--- config.mk ---
export PLATFORM = sky130hd
export DESIGN_NAME = ball_camera_ctrl
export DESIGN_NICKNAME = d
export VERILOG_FILES = /design/src/rtl/ball_camera_ctrl.sv
export SDC_FILE = /design/constraint.sdc
export NUM_CORES = 1
export LEC_CHECK = 0
export CAP_MARGIN = 40
export CORE_MARGIN = 5
export CORE_UTILIZATION = 58
export DETAILED_ROUTE_END_ITERATION = 8
export PLACE_DENSITY = 0.76
export SLEW_MARGIN = 5
export SYNTH_ARGS = -nofsm -noshare
export SYNTH_HDL_FRONTEND = slang
export SYNTH_SLANG_ARGS = --single-unit
--- constraint.sdc ---
create_clock -name pixel_clk_in -period 15.7 [get_ports pixel_clk_in]
set_input_delay 3.14 -clock pixel_clk_in [delete_from_list [all_inputs] [get_ports pixel_clk_in]]
set_output_delay 3.14 -clock pixel_clk_in [all_outputs]
set_load 0.05 [all_outputs]
--- src/rtl/ball_camera_ctrl.sv ---
// ball_camera_ctrl: per-frame pose integrator feeding the perspective map renderer.
// Once per frame_start (vblank) the player buttons are latched, heading and speed
// are updated, the ball is advanced along the heading using cos_sin_lookup, the
// position is clamped to the map, and the whole pose is committed on one edge.
// Optional feature macro: BALL_BOUNCE_EN (wall hits reflect the heading and keep
// speed instead of stopping the ball).

// cos_sin_lookup: 1-cycle latency sine/cosine for integer degrees 0..359.
// Outputs are Q8.8 magnitudes (0..256) plus sign bits.
module cos_sin_lookup (
    input  logic       pixel_clk_in,
    input  logic       rst_in,
    input  logic [8:0] ang,
    output logic [8:0] cos_abs,
    output logic [8:0] sin_abs,
    output logic       cos_neg,
    output logic       sin_neg
);

    // round(256*sin(d)) for d = 0..90 degrees
    function automatic logic [8:0] quarter_sin(input logic [6:0] d);
        logic [8:0] v;
        case (d)
            7'd0:  v = 9'd0;   7'd1:  v = 9'd4;   7'd2:  v = 9'd9;   7'd3:  v = 9'd13;
            7'd4:  v = 9'd18;  7'd5:  v = 9'd22;  7'd6:  v = 9'd27;  7'd7:  v = 9'd31;
            7'd8:  v = 9'd36;  7'd9:  v = 9'd40;  7'd10: v = 9'd44;  7'd11: v = 9'd49;
            7'd12: v = 9'd53;  7'd13: v = 9'd58;  7'd14: v = 9'd62;  7'd15: v = 9'd66;
            7'd16: v = 9'd71;  7'd17: v = 9'd75;  7'd18: v = 9'd79;  7'd19: v = 9'd83;
            7'd20: v = 9'd88;  7'd21: v = 9'd92;  7'd22: v = 9'd96;  7'd23: v = 9'd100;
            7'd24: v = 9'd104; 7'd25: v = 9'd108; 7'd26: v = 9'd112; 7'd27: v = 9'd116;
            7'd28: v = 9'd120; 7'd29: v = 9'd124; 7'd30: v = 9'd128; 7'd31: v = 9'd132;
            7'd32: v = 9'd136; 7'd33: v = 9'd139; 7'd34: v = 9'd143; 7'd35: v = 9'd147;
            7'd36: v = 9'd150; 7'd37: v = 9'd154; 7'd38: v = 9'd158; 7'd39: v = 9'd161;
            7'd40: v = 9'd165; 7'd41: v = 9'd168; 7'd42: v = 9'd171; 7'd43: v = 9'd175;
            7'd44: v = 9'd178; 7'd45: v = 9'd181; 7'd46: v = 9'd184; 7'd47: v = 9'd187;
            7'd48: v = 9'd190; 7'd49: v = 9'd193; 7'd50: v = 9'd196; 7'd51: v = 9'd199;
            7'd52: v = 9'd202; 7'd53: v = 9'd204; 7'd54: v = 9'd207; 7'd55: v = 9'd210;
            7'd56: v = 9'd212; 7'd57: v = 9'd215; 7'd58: v = 9'd217; 7'd59: v = 9'd219;
            7'd60: v = 9'd222; 7'd61: v = 9'd224; 7'd62: v = 9'd226; 7'd63: v = 9'd228;
            7'd64: v = 9'd230; 7'd65: v = 9'd232; 7'd66: v = 9'd234; 7'd67: v = 9'd236;
            7'd68: v = 9'd237; 7'd69: v = 9'd239; 7'd70: v = 9'd241; 7'd71: v = 9'd242;
            7'd72: v = 9'd243; 7'd73: v = 9'd245; 7'd74: v = 9'd246; 7'd75: v = 9'd247;
            7'd76: v = 9'd248; 7'd77: v = 9'd249; 7'd78: v = 9'd250; 7'd79: v = 9'd251;
            7'd80: v = 9'd252; 7'd81: v = 9'd253; 7'd82: v = 9'd254; 7'd83: v = 9'd254;
            7'd84: v = 9'd255; 7'd85: v = 9'd255; 7'd86: v = 9'd255; 7'd87: v = 9'd256;
            7'd88: v = 9'd256; 7'd89: v = 9'd256; 7'd90: v = 9'd256;
            default: v = 9'd0;
        endcase
        return v;
    endfunction

    logic [6:0] sin_idx_s;
    logic [6:0] cos_idx_s;
    logic       sin_neg_s;
    logic       cos_neg_s;

    // Fold the angle into the first quadrant and derive the signs
    always_comb begin
        sin_idx_s = 7'd0;
        cos_idx_s = 7'd90;
        sin_neg_s = 1'b0;
        cos_neg_s = 1'b0;
        if (ang <= 9'd90) begin
            sin_idx_s = ang[6:0];
            cos_idx_s = 7'(9'd90 - ang);
            sin_neg_s = 1'b0;
            cos_neg_s = 1'b0;
        end else if (ang <= 9'd180) begin
            sin_idx_s = 7'(9'd180 - ang);
            cos_idx_s = 7'(ang - 9'd90);
            sin_neg_s = 1'b0;
            cos_neg_s = 1'b1;
        end else if (ang <= 9'd270) begin
            sin_idx_s = 7'(ang - 9'd180);
            cos_idx_s = 7'(9'd270 - ang);
            sin_neg_s = 1'b1;
            cos_neg_s = 1'b1;
        end else begin
            sin_idx_s = 7'(9'd360 - ang);
            cos_idx_s = 7'(ang - 9'd270);
            sin_neg_s = 1'b1;
            cos_neg_s = 1'b0;
        end
    end

    // Register the table outputs (one cycle of latency)
    always_ff @(posedge pixel_clk_in or posedge rst_in) begin
        if (rst_in) begin
            cos_abs <= 9'd0;
            sin_abs <= 9'd0;
            cos_neg <= 1'b0;
            sin_neg <= 1'b0;
        end else begin
            cos_abs <= quarter_sin(cos_idx_s);
            sin_abs <= quarter_sin(sin_idx_s);
            cos_neg <= cos_neg_s;
            sin_neg <= sin_neg_s;
        end
    end

endmodule

module ball_camera_ctrl #(
    parameter int          MAP_W     = 160,
    parameter int          MAP_H     = 90,
    parameter int          ANG_STEP  = 2,
    parameter int          ACCEL     = 16,
    parameter int          FRICTION  = 4,
    parameter int          BRAKE     = 32,
    parameter int          MAX_SPEED = 256,
    parameter logic [15:0] START_X   = 16'h5000,
    parameter logic [15:0] START_Y   = 16'h2D00,
    parameter int          START_ANG = 180
) (
    input  logic        pixel_clk_in,
    input  logic        rst_in,
    input  logic        frame_start,
    input  logic        btn_fwd,
    input  logic        btn_brake,
    input  logic        btn_left,
    input  logic        btn_right,
    output logic [15:0] ballx,
    output logic [15:0] bally,
    output logic [15:0] angle,
    output logic [15:0] speed_out,
    output logic        pose_valid,
    output logic        busy
);

    localparam logic signed [17:0] X_MAX_S  = 18'((MAP_W << 8) - 1);
    localparam logic signed [17:0] Y_MAX_S  = 18'((MAP_H << 8) - 1);
    localparam logic [8:0]         STEP_W   = 9'(ANG_STEP);
    localparam logic [16:0]        ACCEL_W  = 17'(ACCEL);
    localparam logic [15:0]        FRIC_W   = 16'(FRICTION);
    localparam logic [15:0]        BRAKE_W  = 16'(BRAKE);
    localparam logic [16:0]        MAXSPD_W = 17'(MAX_SPEED);
    localparam logic [8:0]         ANG0_W   = 9'(START_ANG);

    typedef enum logic [2:0] {
        S_IDLE   = 3'd0,
        S_ROTATE = 3'd1,
        S_LOOKUP = 3'd2,
        S_MOVE   = 3'd3,
        S_CLAMP  = 3'd4,
        S_COMMIT = 3'd5
    } state_t;

    state_t             state_r;
    logic               btn_fwd_r;
    logic               btn_brake_r;
    logic               btn_left_r;
    logic               btn_right_r;
    logic [8:0]         ang_work_r;
    logic [15:0]        spd_work_r;
    logic signed [17:0] x_work_r;
    logic signed [17:0] y_work_r;

    logic [8:0]         ang_next_s;
    logic [16:0]        spd_sum_s;
    logic [15:0]        spd_next_s;
    logic [8:0]         cos_abs_s;
    logic [8:0]         sin_abs_s;
    logic               cos_neg_s;
    logic               sin_neg_s;
    logic [15:0]        mag_x_s;
    logic [15:0]        mag_y_s;
    logic signed [17:0] dx_s;
    logic signed [17:0] dy_s;
    logic signed [17:0] x_sum_s;
    logic signed [17:0] y_sum_s;
    logic signed [17:0] x_clamp_s;
    logic signed [17:0] y_clamp_s;
    logic               hit_x_s;
    logic               hit_y_s;

    cos_sin_lookup u_lookup (
        .pixel_clk_in (pixel_clk_in),
        .rst_in       (rst_in),
        .ang          (ang_work_r),
        .cos_abs      (cos_abs_s),
        .sin_abs      (sin_abs_s),
        .cos_neg      (cos_neg_s),
        .sin_neg      (sin_neg_s)
    );

    // Heading update from the latched turn buttons, wrapping through 0/360
    always_comb begin
        ang_next_s = angle[8:0];
        if (btn_left_r && !btn_right_r) begin
            if ((angle[8:0] + STEP_W) >= 9'd360) begin
                ang_next_s = angle[8:0] + STEP_W - 9'd360;
            end else begin
                ang_next_s = angle[8:0] + STEP_W;
            end
        end else if (btn_right_r && !btn_left_r) begin
            if (angle[8:0] < STEP_W) begin
                ang_next_s = angle[8:0] + 9'd360 - STEP_W;
            end else begin
                ang_next_s = angle[8:0] - STEP_W;
            end
        end else begin
            ang_next_s = angle[8:0];
        end
    end

    // Speed update: forward beats brake, otherwise friction; saturate at both ends
    always_comb begin
        spd_sum_s  = {1'b0, speed_out} + ACCEL_W;
        spd_next_s = speed_out;
        if (btn_fwd_r) begin
            if (spd_sum_s > MAXSPD_W) begin
                spd_next_s = MAXSPD_W[15:0];
            end else begin
                spd_next_s = spd_sum_s[15:0];
            end
        end else if (btn_brake_r) begin
            if (speed_out < BRAKE_W) begin
                spd_next_s = 16'd0;
            end else begin
                spd_next_s = speed_out - BRAKE_W;
            end
        end else begin
            if (speed_out < FRIC_W) begin
                spd_next_s = 16'd0;
            end else begin
                spd_next_s = speed_out - FRIC_W;
            end
        end
    end

    // Displacement: dx = -cos, dy = +sin, magnitude taken before the sign
    always_comb begin
        mag_x_s = 16'((32'(spd_work_r) * 32'(cos_abs_s)) >> 8);
        mag_y_s = 16'((32'(spd_work_r) * 32'(sin_abs_s)) >> 8);
        if (cos_neg_s) begin
            dx_s = $signed({2'b00, mag_x_s});
        end else begin
            dx_s = 18'sd0 - $signed({2'b00, mag_x_s});
        end
        if (sin_neg_s) begin
            dy_s = 18'sd0 - $signed({2'b00, mag_y_s});
        end else begin
            dy_s = $signed({2'b00, mag_y_s});
        end
        x_sum_s = $signed({2'b00, ballx}) + dx_s;
        y_sum_s = $signed({2'b00, bally}) + dy_s;
    end

    // Per-axis clamp to the map and wall-hit detection
    always_comb begin
        hit_x_s   = 1'b0;
        hit_y_s   = 1'b0;
        x_clamp_s = x_work_r;
        y_clamp_s = y_work_r;
        if (x_work_r < 18'sd0) begin
            x_clamp_s = 18'sd0;
            hit_x_s   = 1'b1;
        end else if (x_work_r > X_MAX_S) begin
            x_clamp_s = X_MAX_S;
            hit_x_s   = 1'b1;
        end else begin
            x_clamp_s = x_work_r;
            hit_x_s   = 1'b0;
        end
        if (y_work_r < 18'sd0) begin
            y_clamp_s = 18'sd0;
            hit_y_s   = 1'b1;
        end else if (y_work_r > Y_MAX_S) begin
            y_clamp_s = Y_MAX_S;
            hit_y_s   = 1'b1;
        end else begin
            y_clamp_s = y_work_r;
            hit_y_s   = 1'b0;
        end
    end

`ifdef BALL_BOUNCE_EN
    logic [8:0] ang_reflect_s;

    // Reflected heading: x wall mirrors about 90, y wall about 0, corner reverses
    always_comb begin
        ang_reflect_s = ang_work_r;
        if (hit_x_s && hit_y_s) begin
            if (ang_work_r < 9'd180) begin
                ang_reflect_s = ang_work_r + 9'd180;
            end else begin
                ang_reflect_s = ang_work_r - 9'd180;
            end
        end else if (hit_x_s) begin
            if (ang_work_r <= 9'd180) begin
                ang_reflect_s = 9'd180 - ang_work_r;
            end else begin
                ang_reflect_s = 9'(10'd540 - 10'(ang_work_r));
            end
        end else if (hit_y_s) begin
            if (ang_work_r == 9'd0) begin
                ang_reflect_s = 9'd0;
            end else begin
                ang_reflect_s = 9'd360 - ang_work_r;
            end
        end else begin
            ang_reflect_s = ang_work_r;
        end
    end
`endif

    // Frame FSM: IDLE -> ROTATE -> LOOKUP -> MOVE -> CLAMP -> COMMIT, registered outputs
    always_ff @(posedge pixel_clk_in or posedge rst_in) begin
        if (rst_in) begin
            state_r     <= S_IDLE;
            btn_fwd_r   <= 1'b0;
            btn_brake_r <= 1'b0;
            btn_left_r  <= 1'b0;
            btn_right_r <= 1'b0;
            ang_work_r  <= ANG0_W;
            spd_work_r  <= 16'd0;
            x_work_r    <= 18'sd0;
            y_work_r    <= 18'sd0;
            ballx       <= START_X;
            bally       <= START_Y;
            angle       <= {7'd0, ANG0_W};
            speed_out   <= 16'd0;
            pose_valid  <= 1'b0;
            busy        <= 1'b0;
        end else begin
            pose_valid <= 1'b0;
            case (state_r)
                S_IDLE: begin
                    if (frame_start) begin
                        btn_fwd_r   <= btn_fwd;
                        btn_brake_r <= btn_brake;
                        btn_left_r  <= btn_left;
                        btn_right_r <= btn_right;
                        busy        <= 1'b1;
                        state_r     <= S_ROTATE;
                    end
                end
                S_ROTATE: begin
                    ang_work_r <= ang_next_s;
                    spd_work_r <= spd_next_s;
                    state_r    <= S_LOOKUP;
                end
                S_LOOKUP: begin
                    state_r <= S_MOVE;
                end
                S_MOVE: begin
                    x_work_r <= x_sum_s;
                    y_work_r <= y_sum_s;
                    state_r  <= S_CLAMP;
                end
                S_CLAMP: begin
                    x_work_r <= x_clamp_s;
                    y_work_r <= y_clamp_s;
`ifdef BALL_BOUNCE_EN
                    ang_work_r <= ang_reflect_s;
`else
                    if (hit_x_s || hit_y_s) begin
                        spd_work_r <= 16'd0;
                    end
`endif
                    state_r <= S_COMMIT;
                end
                S_COMMIT: begin
                    ballx      <= x_work_r[15:0];
                    bally      <= y_work_r[15:0];
                    angle      <= {7'd0, ang_work_r};
                    speed_out  <= spd_work_r;
                    pose_valid <= 1'b1;
                    busy       <= 1'b0;
                    state_r    <= S_IDLE;
                end
                default: begin
                    busy    <= 1'b0;
                    state_r <= S_IDLE;
                end
            endcase
        end
    end

endmodule

# Word level (Yosys, flattened, before mapping)
# Memory sizes are Yosys's and may differ from the RTL's. A register that Yosys moved wholly into a read port is not among the register bits.
# Cells that the tools add are included.
[op_classes]
n_addsub = 19
n_eq_ne = 9
mul = 2
muxes = 39
n_reduce_logical = 14
bitwise_logic = 1
n_lt_le_gt_ge = 12
[op_table]
columns = ["op", "n"]
rows = [
  ["$mux W18", 6],
  ["$mux W16", 6],
  ["$pmux W18 S2", 2],
  ["$mul A16 B9 Y24", 2],
  ["$mux W7", 6],
  ["$add A17 B18 Y18", 2],
  ["$lt A18 B1 Y1 const B", 2],
  ["$mux W9", 4],
  ["$sub A1 B16 Y17 const A", 2],
  ["$pmux W16 S2", 1],
  ["$gt A18 B16 Y1 const B", 1],
  ["$gt A18 B17 Y1 const B", 1],
  ["$sub A9 B2 Y9 const B", 2],
  ["$add A16 B5 Y17 const B", 1],
  ["$gt A17 B9 Y1 const B", 1],
  ["$lt A16 B3 Y1 const B", 1],
  ["$lt A16 B6 Y1 const B", 1],
  ["$sub A16 B3 Y16 const B", 1],
  ["$sub A16 B6 Y16 const B", 1],
  ["$pmux W3 S5", 1],
  ["$sub A7 B7 Y7 const A", 2],
  ["$mux W1", 11],
  ["$reduce_and A2 Y1", 5],
  ["$add A9 B2 Y9 const B", 1],
  ["26 further kinds", 33],
]
[word_totals]
regBits = 129
rom_bits = 2304
in_bits = 7
mem_count = 2
wordCells = 115
out_inout_bits = 66
[mem_list]
columns = ["memory", "words", "word_bits", "read_ports", "rd_ports_with_merged_regs", "write_ports", "line_no", "source"]
rows = [
  ["(name not given)", 128, 9, 1, 1, 0, "23", "case (d)"],
  ["(name not given)", 128, 9, 1, 1, 0, "23", ""],
]

# Longest topological paths before layout
[depth]
word_depth = 6
ltp_mapped = 32
ltp_nobuf = 30

# Hierarchy
# Synthesis repeated with hierarchy kept, for this count alone.
[unflattened]
hier_cells = 2420
area_unflattened_um2 = 20754.9
[modules_own_cells]
columns = ["module", "area_per_inst_um2", "seq_area_each_um2", "cells_each", "instances"]
rows = [
  ["ball_camera_ctrl", 17247.8, 3195.6, 1967, 1],
  ["cos_sin_lookup", 3507.1, 500.5, 453, 1],
]

# Worst setup path before layout
# OpenSTA, ideal clock, no wires.
[synth_path]
kind = "reg-to-reg"
from = "register spd_work_r[1]"
to = "register x_work_r[16]"
required_time_ns = 15.579
path_stages_with_launch = 30
setup_slack_ns = 8.434
arrival_time_ns = 7.145
synth_period_minus_slack_ns = 7.266
cell_sequence = "dfrtp_1 -> clkbuf_1 -> clkbuf_1 -> nand2_1 -> fa_1 -> fa_1 -> inv_1 -> fa_1 -> inv_1 -> fa_1 -> inv_1 -> ha_1 -> o21ai_0 -> o211ai_1 -> o21a_1 -> o311ai_0 -> and3b_1 -> nor2_1 -> xnor2_1 -> ha_1 -> or3_1 -> a311o_1 -> a31oi_1 -> nor2b_1 -> o21a_1 -> o41ai_1 -> o21ai_0 -> a31oi_1 -> xnor2_1 -> a22o_1"
[synth_between]
elab_chain_cells = 5
[synth_rtl]
columns = ["item", "line_no", "source"]
rows = [
  ["start: declaration", "154", "logic [15:0] spd_work_r;"],
  ["start signal: assignment", "340", "spd_work_r <= spd_next_s;"],
  ["$mul A16 B9 Y24 *", "233", "mag_x_s = 16'((32'(spd_work_r) * 32'(cos_abs_s)) >> 8);"],
  ["$sub A1 B16 Y17", "238", "dx_s = 18'sd0 - $signed({2'b00, mag_x_s});"],
  ["$mux W18 *", "235", "if (cos_neg_s) begin"],
  ["$add A17 B18 Y18 *", "245", "x_sum_s = $signed({2'b00, ballx}) + dx_s;"],
  ["$pmux W18 S2 *", "327", "case (state_r)"],
  ["end signal: assignment", "347", "x_work_r <= x_sum_s;"],
  ["end signal: assignment", "352", "x_work_r <= x_clamp_s;"],
  ["end: declaration", "155", "logic signed [17:0] x_work_r;"],
]
# Mark *: on every way between the ends. The rest lies on a longest branch, timed or not.
# A chain may end at the register's enable or synchronous reset.

# Worst setup path in the final report
[layout_path]
from = "register spd_work_r[5]"
to = "register x_work_r[16]"
# Same word-level chain as after synthesis.

==> metrics.txt <==
# TYPE chip_impl_metric gauge
chip_impl_info{name="grt_setup_unrepaired",value="no"} 1
chip_impl_metric{name="ys_seq_area_share",unit="%"} 18.3
chip_impl_info{name="critical_path.most_common_cell",value="sky130_fd_sc_hd__fa_1"} 1
chip_impl_metric{name="count_of_antenna_diodes_in_the_layout",unit=""} 0
chip_impl_metric{name="timing.final.crit_period",unit="ps"} 8130
chip_impl_metric{name="critical_path_arrival",unit="ps"} 8470
chip_impl_metric{name="routabilityCongestion",unit=""} 0.917
chip_impl_metric{name="final_cells",unit=""} 2948
chip_impl_metric{name="ctsHoldBuffers",unit=""} 0
chip_impl_metric{name="wire_length_of_the_first_global_routing_pass",unit="mm"} 89.1
chip_impl_metric{name="fp.coreArea",unit="um^2"} 34500
chip_impl_metric{name="floorplan.rows",unit=""} 68
chip_impl_metric{name="clock-skew-final",unit="ps"} 11.3
chip_impl_metric{name="synth-async-reset-ratio",unit="%"} 100
chip_impl_metric{name="drive_gt1_share",unit="%"} 4.17
chip_impl_metric{name="tightest_slew",unit="ps"} 927
chip_impl_metric{name="max_stage_delay",unit="ps"} 810
chip_impl_metric{name="timing.final.setup_violations",unit=""} 0
chip_impl_metric{name="num_vias",unit=""} 17900
chip_impl_metric{name="drt_iter0_drc",unit=""} 1491
chip_impl_metric{name="synth-compound-area-share",unit="%"} 17.5
chip_impl_info{name="r2r_path_end",value="x_work_r[16]"} 1
chip_impl_info{name="slowest_stage",value="sky130_fd_sc_hd__dfrtp_1"} 1
chip_impl_info{name="route.top_layer_used",value="met4"} 1
chip_impl_info{name="regToRegStartpoint",value="spd_work_r[5]"} 1
chip_impl_info{name="run_status",value="finished clean"} 1
chip_impl_metric{name="cts_buffers",unit=""} 17
chip_impl_metric{name="grt_pass1_vias",unit=""} 17900
chip_impl_metric{name="drt.antenna.violating_nets",unit=""} 0
chip_impl_metric{name="ys_warn_count",unit=""} 0
chip_impl_metric{name="grt_start_max_net_pins",unit=""} 82
chip_impl_metric{name="met3RoutedLength",unit="mm"} 3.01
chip_impl_metric{name="area_growth_syn_to_layout",unit="%"} 7.22
chip_impl_info{name="dominantRegCellSynth",value="sky130_fd_sc_hd__dfrtp_1"} 1
chip_impl_metric{name="maxSlewHeadroom",unit="%"} 38.2
chip_impl_metric{name="final_hold_viol_count",unit=""} 0
chip_impl_metric{name="drt-wirelength-per-cell",unit="um"} 17.9
chip_impl_metric{name="antenna_violations_before_repair",unit=""} 0
chip_impl_metric{name="route.met2.wl",unit="mm"} 25.6
chip_impl_info{name="worst_setup_path_start_kind",value="register"} 1
chip_impl_metric{name="clock_path_buffers",unit=""} 2
chip_impl_metric{name="avgSynthCellArea",unit="um^2"} 8.02
chip_impl_info{name="synth_top_family_by_area",value="adder cells"} 1
chip_impl_metric{name="reg2reg_setup_slack",unit="ps"} 7570
chip_impl_metric{name="fp.dieW",unit="um"} 197
chip_impl_metric{name="timing.setup.tns",unit="ps"} 0
chip_impl_metric{name="gr-usage-all-layers",unit="%"} 27.7
chip_impl_metric{name="via_per_inst",unit=""} 6.06
chip_impl_metric{name="muxShareOfSynthArea",unit="%"} 0.842
chip_impl_metric{name="synth.lib_cells_used.distinct",unit=""} 89
chip_impl_metric{name="final_net_count",unit=""} 2829
chip_impl_metric{name="postCtsSetupRepairBufs",unit=""} 0
chip_impl_metric{name="post_synth_and_or_nand_nor_area_fraction",unit="%"} 21.5
chip_impl_metric{name="worst-path-buf-inv",unit=""} 3
chip_impl_metric{name="m1WireLength",unit="mm"} 22.3
chip_impl_metric{name="drc_errors",unit=""} 0
chip_impl_metric{name="synthXorXnorAreaFrac",unit="%"} 4.87
chip_impl_metric{name="max_cap_viol_count",unit=""} 0
chip_impl_metric{name="place.detailed.hpwl",unit="mm"} 39.5
chip_impl_metric{name="critPathMaxFanout",unit=""} 20
chip_impl_metric{name="syn-instance-count",unit=""} 2522
chip_impl_metric{name="synth.ff_latch_count",unit=""} 147
chip_impl_metric{name="dp.cells",unit=""} 2916
chip_impl_info{name="min_path_type",value="register to register"} 1
chip_impl_metric{name="postCtsResizedCells",unit=""} 0
chip_impl_metric{name="timing.fmax",unit="MHz"} 123
chip_impl_metric{name="clk_transition_reported_paths",unit="ps"} 70
chip_impl_metric{name="cts.sink_count",unit=""} 147
chip_impl_metric{name="io-pin-count",unit=""} 73
chip_impl_info{name="critPathCaptureType",value="register"} 1
chip_impl_metric{name="drt_pass1_iterations",unit=""} 8
chip_impl_metric{name="util_after_layout",unit="%"} 62.9
chip_impl_info{name="timing.hold.worst_endpoint",value="ballx[0]"} 1
chip_impl_info{name="critPathKind",value="register to register"} 1
chip_impl_metric{name="die_area",unit="um^2"} 38700
chip_impl_metric{name="timing.final.max_slew_violations",unit=""} 0
chip_impl_metric{name="placement.io_buffers",unit=""} 65
chip_impl_metric{name="gr-total-overflow",unit=""} 0
chip_impl_metric{name="chipHeight",unit="um"} 197
chip_impl_metric{name="synth_edf_count",unit=""} 0
chip_impl_metric{name="worst_r2r_path_depth",unit=""} 27
chip_impl_metric{name="synthesis.area",unit="um^2"} 20200
chip_impl_metric{name="fin_crit_sh",unit="%"} 51.8
chip_impl_metric{name="htree_levels",unit=""} 4
chip_impl_metric{name="clk-insertion-delay-late",unit="ps"} 460
chip_impl_metric{name="hold_path_depth",unit=""} 2
chip_impl_metric{name="cp.required",unit="ps"} 16040
chip_impl_metric{name="start_util",unit="%"} 58.7
chip_impl_info{name="tritoncts",value="done"} 1
chip_impl_info{name="crit_path_leading_delay_family",value="compound AO/OA/AOI/OAI gates"} 1
chip_impl_info{name="hold_start",value="x_work_r[0]"} 1
chip_impl_metric{name="synth_fa_ha_area_share",unit="%"} 28.4
chip_impl_metric{name="postRouteWirelength",unit="mm"} 52.7
chip_impl_info{name="cts-root-buf",value="sky130_fd_sc_hd__clkbuf_16"} 1
## cell usage after synthesis (17+ instances only)
| master | instances | area share, % |
|---|---|---|
| sky130_fd_sc_hd__and2_1 | 158 | 4.9 |
| sky130_fd_sc_hd__nand3_1 | 54 | 1.3 |
| sky130_fd_sc_hd__a31oi_1 | 35 | 1.1 |
| sky130_fd_sc_hd__o21ai_0 | 138 | 3.4 |
| sky130_fd_sc_hd__ha_1 | 146 | 9.0 |
| sky130_fd_sc_hd__nor3_1 | 50 | 1.2 |
| sky130_fd_sc_hd__o21a_1 | 17 | 0.63 |
| sky130_fd_sc_hd__a21oi_1 | 111 | 2.7 |
| sky130_fd_sc_hd__fa_1 | 196 | 19 |
| sky130_fd_sc_hd__clkbuf_1 | 130 | 2.4 |
| sky130_fd_sc_hd__xnor2_1 | 65 | 2.8 |
| sky130_fd_sc_hd__xor2_1 | 43 | 1.9 |
| sky130_fd_sc_hd__a21o_1 | 29 | 1.1 |
| sky130_fd_sc_hd__inv_1 | 289 | 5.4 |
| sky130_fd_sc_hd__a211oi_1 | 25 | 0.93 |
| sky130_fd_sc_hd__nand2b_1 | 21 | 0.65 |
| sky130_fd_sc_hd__nand2_1 | 423 | 7.9 |
| sky130_fd_sc_hd__nor2_1 | 121 | 2.2 |
| sky130_fd_sc_hd__o211ai_1 | 28 | 1.0 |
| sky130_fd_sc_hd__dfrtp_1 | 133 | 16 |
## registers in the layout (all words and copies together) (netlist names), 3 cells and up
signal	count
u_lookup.cos_abs	9
speed_out	16
state_r	3
ang_work_r	9
spd_work_r	16
angle	9
x_work_r	18
ballx	16
y_work_r	18
u_lookup.sin_abs	9
bally	16
## kinds of logic after synthesis
group,after synthesis
and+or+nand+nor,923
AOI/OAI and AO/OA,539
buffers and inverters,444
adders and majority gates,342
DFF,147
xor gates and xnor gates,110
muxes,16
other,1
## through the flow
step	setup slack, ps	cell area (um^2)	hold WS, ps
floorplan	8430	20200	438
global placement	7990	21000	448
detailed placement	7750	21000	452
CTS	7680	21700	473
global route	7140	21700	486
finish	7570	21700	471
## routing by layer
layer,vias up,GRT usage [%]
met2,701,47.4
met4,0,9.27
met1,8736,36.8
met5,-,0
met3,133,3.49
li1,8289,-
## how the worst max path moves through the flow
stage / start / endpoint / depth (start not counted)
6_report: spd_work_r[5] / x_work_r[16] / 27
3_5_place_dp: spd_work_r[5] / x_work_r[16] / 27
4_1_cts: spd_work_r[5] / x_work_r[16] / 27
3_3_place_gp: spd_work_r[3] / x_work_r[16] / 26
5_1_grt: spd_work_r[5] / x_work_r[16] / 27
2_1_floorplan: spd_work_r[1] / x_work_r[16] / 29
## area by class of cell
class                   instances  area, um^2
well taps                     455         569
repair buffers                 87         843
inverters                     290        1090
fillers                      3048       12800
flip-flops and latches        147        3700
clock inverters                14         226
clock buffers                  18         429
multi-input cells            1937       14800
## worst min-delay path, stage by stage (launching register included)
cell                      delay, ps
sky130_fd_sc_hd__dfrtp_1        350
sky130_fd_sc_hd__nand2_1         50
sky130_fd_sc_hd__nand2_1         50
## placed cells by master, fill, tap and decap left out, types with 11 or more instances in the layout
cell type                         instances
sky130_fd_sc_hd__nand2_1                423
sky130_fd_sc_hd__inv_1                  287
sky130_fd_sc_hd__fa_1                   196
sky130_fd_sc_hd__and2_1                 158
sky130_fd_sc_hd__ha_1                   146
sky130_fd_sc_hd__o21ai_0                138
sky130_fd_sc_hd__dfrtp_1                133
sky130_fd_sc_hd__nor2_1                 121
sky130_fd_sc_hd__a21oi_1                111
sky130_fd_sc_hd__xnor2_1                 65
sky130_fd_sc_hd__clkdlybuf4s50_1         65
sky130_fd_sc_hd__nand3_1                 54
sky130_fd_sc_hd__nor3_1                  50
sky130_fd_sc_hd__xor2_1                  43
sky130_fd_sc_hd__a31oi_1                 35
sky130_fd_sc_hd__a21o_1                  29
sky130_fd_sc_hd__o211ai_1                28
sky130_fd_sc_hd__a211oi_1                25
sky130_fd_sc_hd__nand2b_1                21
sky130_fd_sc_hd__buf_4                   18
sky130_fd_sc_hd__o21a_1                  17
sky130_fd_sc_hd__clkbuf_16               17
sky130_fd_sc_hd__nor2b_1                 16
sky130_fd_sc_hd__o22ai_1                 14
sky130_fd_sc_hd__dfstp_2                 14
sky130_fd_sc_hd__or3_1                   13
sky130_fd_sc_hd__o31ai_1                 12
sky130_fd_sc_hd__nand4_1                 12
sky130_fd_sc_hd__o21bai_1                11
Power is left out: the tool's default activity adds up to more than one toggle a clock period on the data nets, which glitch-free logic cannot reach.
